[config.mk]
export PLATFORM = sky130hd
export DESIGN_NAME = fb_writer
export DESIGN_NICKNAME = d
export VERILOG_FILES = /design/src/rtl/fb_writer.sv
export SDC_FILE = /design/constraint.sdc
export NUM_CORES = 1
export LEC_CHECK = 0
export CORE_MARGIN = 2
export CORE_UTILIZATION = 47
export DETAILED_ROUTE_END_ITERATION = 7
export HOLD_SLACK_MARGIN = 0.1
export PLACE_DENSITY = 0.76
export SLEW_MARGIN = 20
export SYNTH_ARGS = -nofsm -noshare
export SYNTH_HDL_FRONTEND = slang
export SYNTH_SLANG_ARGS = --single-unit
[constraint.sdc]
create_clock -name clk -period 3.3 [get_ports clk]
set_input_delay 0.33 -clock clk [delete_from_list [all_inputs] [get_ports clk]]
set_output_delay 0.33 -clock clk [all_outputs]
set_load 0.02 [all_outputs]
[src/rtl/fb_writer.sv]
// Frame-buffer writer: CPU-mapped cursor/pixel/fill registers driving the write
// port of a 256x256 RGB332 frame-buffer BRAM, one pixel per cycle.
module fb_writer #(
  parameter int FILL_W = 17
) (
  input  logic        clk,
  input  logic        resetn,
  input  logic        valid,
  input  logic [2:0]  addr,
  input  logic [31:0] wdata,
  input  logic        wstrb,
  output logic [31:0] rdata,
  output logic        bram_en,
  output logic        bram_we,
  output logic [15:0] bram_addr,
  output logic [7:0]  bram_wdata,
  output logic        busy
);

  typedef enum logic {IDLE, FILL} state_e;

  localparam logic [2:0] A_CURSOR = 3'd0;
  localparam logic [2:0] A_PIXEL  = 3'd1;
  localparam logic [2:0] A_COLOR  = 3'd2;
  localparam logic [2:0] A_FILL   = 3'd3;
  localparam logic [2:0] A_STATUS = 3'd4;
  localparam logic [2:0] A_XY     = 3'd5;

  state_e              state_q, state_d;
  logic [15:0]         cursor_q, cursor_d;
  logic [7:0]          color_q, color_d;
  logic [FILL_W-1:0]   remain_q, remain_d;
  logic                dropped_q, dropped_d;
  logic                bram_en_q, bram_en_d;
  logic [15:0]         bram_addr_q, bram_addr_d;
  logic [7:0]          bram_wdata_q, bram_wdata_d;
  logic [31:0]         rdata_q, rdata_d;
  logic                bus_wr;
  logic [FILL_W-1:0]   fill_n;

  assign busy   = (state_q == FILL);
  assign bus_wr = valid & wstrb;
  assign fill_n = wdata[FILL_W-1:0];

  // NOTE: every signal assigned here gets a default first, so no path leaves
  // one unassigned and no latch is inferred.
  always_comb begin
    state_d      = state_q;
    cursor_d     = cursor_q;
    color_d      = color_q;
    remain_d     = remain_q;
    dropped_d    = dropped_q;
    bram_en_d    = 1'b0;
    bram_addr_d  = bram_addr_q;
    bram_wdata_d = bram_wdata_q;
    rdata_d      = (addr == A_STATUS) ? {cursor_q, 14'd0, dropped_q, busy} : 32'd0;

    unique case (state_q)
      IDLE: begin
        if (bus_wr) begin
          unique case (addr)
            A_CURSOR: cursor_d = wdata[15:0];
            A_PIXEL: begin
              bram_en_d    = 1'b1;
              bram_addr_d  = cursor_q;
              bram_wdata_d = wdata[7:0];
              cursor_d     = cursor_q + 16'd1;
            end
            A_COLOR:  color_d = wdata[7:0];
            A_FILL: begin
              // The first fill pixel is issued on the accepting edge, so the
              // remaining count excludes it and busy spans exactly N cycles.
              if (fill_n != '0) begin
                state_d      = FILL;
                bram_en_d    = 1'b1;
                bram_addr_d  = cursor_q;
                bram_wdata_d = color_q;
                cursor_d     = cursor_q + 16'd1;
                remain_d     = fill_n - FILL_W'(1);
              end
            end
            A_STATUS: dropped_d = 1'b0;
            A_XY:     cursor_d  = {wdata[15:8], wdata[7:0]};
            default: ;
          endcase
        end
      end
      FILL: begin
        if (remain_q == '0) begin
          state_d = IDLE;
        end else begin
          bram_en_d    = 1'b1;
          bram_addr_d  = cursor_q;
          bram_wdata_d = color_q;
          cursor_d     = cursor_q + 16'd1;
          remain_d     = remain_q - FILL_W'(1);
        end
        if (bus_wr) begin
          unique case (addr)
            A_STATUS:                                  dropped_d = 1'b0;
            A_CURSOR, A_PIXEL, A_COLOR, A_FILL, A_XY: dropped_d = 1'b1;
            default: ;
          endcase
        end
      end
      default: state_d = IDLE;
    endcase
  end

  // NOTE: sequential state uses non-blocking assignments only; the async
  // reset clears the BRAM strobe at once, which aborts a fill in progress.
  always_ff @(posedge clk or negedge resetn) begin
    if (!resetn) begin
      state_q      <= IDLE;
      cursor_q     <= '0;
      color_q      <= '0;
      remain_q     <= '0;
      dropped_q    <= 1'b0;
      bram_en_q    <= 1'b0;
      bram_addr_q  <= '0;
      bram_wdata_q <= '0;
      rdata_q      <= '0;
    end else begin
      state_q      <= state_d;
      cursor_q     <= cursor_d;
      color_q      <= color_d;
      remain_q     <= remain_d;
      dropped_q    <= dropped_d;
      bram_en_q    <= bram_en_d;
      bram_addr_q  <= bram_addr_d;
      bram_wdata_q <= bram_wdata_d;
      rdata_q      <= rdata_d;
    end
  end

  assign rdata      = rdata_q;
  assign bram_en    = bram_en_q;
  assign bram_we    = bram_en_q;
  assign bram_addr  = bram_addr_q;
  assign bram_wdata = bram_wdata_q;

endmodule

==> flow_metrics.env <==
export IMPL_worstSetupEndpointType="register"
export IMPL_worstMarginPinSlew_ps=877
export IMPL_first_global_vias=3999
export IMPL_arrival_ps=3030
export IMPL_syn_cell_area_um2=4920
export IMPL_clock_skew_ps=16.5
export IMPL_holdWs_ps=488
export IMPL_placementRows=37
export IMPL_portBuffers=68
export IMPL_routabilityCongestion=0.916
export IMPL_syn_inst=486
export IMPL_worstRegToRegCells=7
export IMPL_outcome="finished clean"
export IMPL_hold_path_class="in2async"
export IMPL_required_ps=3560
export IMPL_cap_viol_max_count=0
export IMPL_worstSkewPairLatency_ps=370
export IMPL_seq_area_frac_synth=0.437
export IMPL_area_growth_pct=21.0
export IMPL_nNetsFinal=597
export IMPL_fillerInstances=864
export IMPL_vias_per_cell=5.98
export IMPL_setup_viol_count_final=0
export IMPL_drive_gt1_frac=0.164
export IMPL_leakage_nw=2.47
export IMPL_synthFlopType="dfrtp_1"
export IMPL_max_freq_mhz=361
export IMPL_grt_antenna_before_repair=0
export IMPL_clk_pin_slew_ps=90
export IMPL_synthArstFlopShare=1.00
export IMPL_synth_edf_count=0
export IMPL_routed_wl_um=12300
export IMPL_cts_tree="built"
export IMPL_ir_drop_mv=0.251
export IMPL_drtIter0Drc=329
export IMPL_cp_common_cell="buf_4"
export IMPL_cpMaxStageDelayCell="a21boi_1"
export IMPL_avgSynthCellArea_um2=10.1
export IMPL_die_h_um=106
export IMPL_die_area_um2=11300
export IMPL_multi_input_area_um2=2520
export IMPL_cts_htree_levels=3
export IMPL_vias=4165
export IMPL_post_cts_setup_buffers=0
export IMPL_start_kind="register"
export IMPL_clk_path_buf_depth=2
export IMPL_ios=98
export IMPL_ys_seq_elements=86
export IMPL_final_antenna_net_count=0
export IMPL_fin_crit_sh=0.840
export IMPL_antenna_cells=0
export IMPL_core_area_um2=10200
export IMPL_fin_setup_tns_ps=0
export IMPL_power_mw=3.53
export IMPL_start_util=0.481
export IMPL_rsz0062_at_grt="no"
export IMPL_fin_crit_ps=2770
export IMPL_finalHoldViolations=0
export IMPL_crit_chain="buf_4 > nand3b_1 > nor2_1 > a21boi_1 > buf_4 > nor3_1 > a311oi_1"
export IMPL_ys_warn_count=0
export IMPL_hpwl_um=8850
export IMPL_register_area_um2=2150
export IMPL_cts_hold_buf=1
export IMPL_relSlewSlack=0.414
export IMPL_grt_max_degree=45
export IMPL_maxSlewViolCount=0
export IMPL_grt_first_pass_wirelength_um=20200
export IMPL_wl_per_cell_um=17.6
export IMPL_dr_pass1_iters=5
export IMPL_cts_sinks=86
export IMPL_cts_root_buf="clkbuf_8"
export IMPL_power_density_nw_per_um2=593
export IMPL_drc_errors=0
export IMPL_cts_buffers=9
export IMPL_cts_resized=0
export IMPL_grt_overflow_total=0
export IMPL_die_w_um=106
export IMPL_path_max_fanout=27
export IMPL_critPathMaxStageDelay_ps=720
export IMPL_path_class="reg2reg"
export IMPL_track_usage=0.227
export IMPL_ys_types=68
-- layout make-up --
type,instances,share of cell area
clock buffer,9,0.0208
clock inverter,7,0.0134
inverter,15,0.00946
multi-input combinational,355,0.423
sequential,86,0.362
tap,136,0.0286
timing repair buffer,89,0.143
-- per-layer routing --
layer	wire length [µm]	global-route usage	vias to the layer above	part of all wire
met4	294	0.102	0	0.024
met3	740	0.0294	21	0.060
li1	-	-	1939	-
met1	5420	0.319	2030	0.44
met2	5810	0.351	175	0.47
met5	0	0	-	0
-- worst max-delay path, delay by kind of cell (launching register included) --
family                 cells  cell delay, ps
AO/OA/AOI/OAI              2             990
AND/OR/NAND/NOR            3             590
buffers and inverters      2             580
flip-flops                 1             500
-- cells in the mapped netlist (all sizes together), types with 7 or more instances --
| library cell | instances | share of area |
|---|---|---|
| dfrtp | 86 | 0.44 |
| mux2 | 42 | 0.096 |
| buf | 29 | 0.038 |
| nor3 | 26 | 0.026 |
| nand2 | 24 | 0.018 |
| nor2 | 23 | 0.019 |
| and2 | 22 | 0.028 |
| o21ai | 20 | 0.022 |
| inv | 15 | 0.011 |
| clkbuf | 14 | 0.011 |
| a21oi | 13 | 0.013 |
| nand3 | 10 | 0.011 |
| a22oi | 9 | 0.014 |
| o32ai | 9 | 0.016 |
| and3 | 8 | 0.010 |
| mux2i | 8 | 0.016 |
| nand2b | 8 | 0.010 |
| nor3b | 7 | 0.011 |
| o22ai | 7 | 0.0089 |
-- worst paths after layout --
kind	from	endpoint	slack, ps
min in group clk	bram_addr[9]$_DFFE_PN0P_	bram_addr[9]$_DFFE_PN0P_	510
hold / removal	resetn	remain_q[15]$_DFFE_PN0P_	490
setup / recovery	busy$_DFF_PN0_	remain_q[3]$_DFFE_PN0P_	530
max in group asynchronous	resetn	cursor_q[14]$_DFFE_PN0P_	2090
setup reg to reg	busy$_DFF_PN0_	remain_q[3]$_DFFE_PN0P_	530
hold reg to reg	bram_addr[9]$_DFFE_PN0P_	bram_addr[9]$_DFFE_PN0P_	510
-- layout by cell type (no fill, tap or decap), drive strengths merged, types with 9 or more instances in the layout --
master / count
a21oi: 13
a22oi: 9
and2: 22
buf: 21
clkbuf: 9
clkdlybuf4s50: 67
conb: 14
dfrtp: 86
inv: 18
mux2: 42
nand2: 24
nand3: 10
nor2: 23
nor3: 26
o21ai: 20
o32ai: 9
-- flip-flops by register name (all words and copies together) (netlist names) --
register    cells
rdata          18
remain_q       17
bram_addr      16
cursor_q       16
bram_wdata      8
color_q         8
bram_en         1
busy            1
dropped_q       1
-- power by group --
group / internal [mW] / switching (mW) / leakage [nW]
Sequential: 1.32 / 0.303 / 1.06
Clock: 0.360 / 0.408 / 0.102
Combinational: 0.582 / 0.558 / 1.31
Total: 2.26 / 1.27 / 2.47
-- stage by stage --
step	worst slack (ps)	cell area [µm²]	util	instances
finish	526	5950	0.582	697
global route	405	5950	0.582	697
CTS	608	5950	0.582	697
detailed placement	398	5740	0.561	680
global placement	433	5740	0.561	680
floorplan	34.6	4980	-	499
-- logic make-up after synthesis --
kind of cell / share of synthesized area
simple gates: 0.191
compound gates: 0.179
flops: 0.437
buf+inv: 0.0603
mux: 0.112
xor+xnor: 0.0142
fa+ha+maj: 0.00509
other cells: 0.000762
Power figures use the tool's default switching activity.
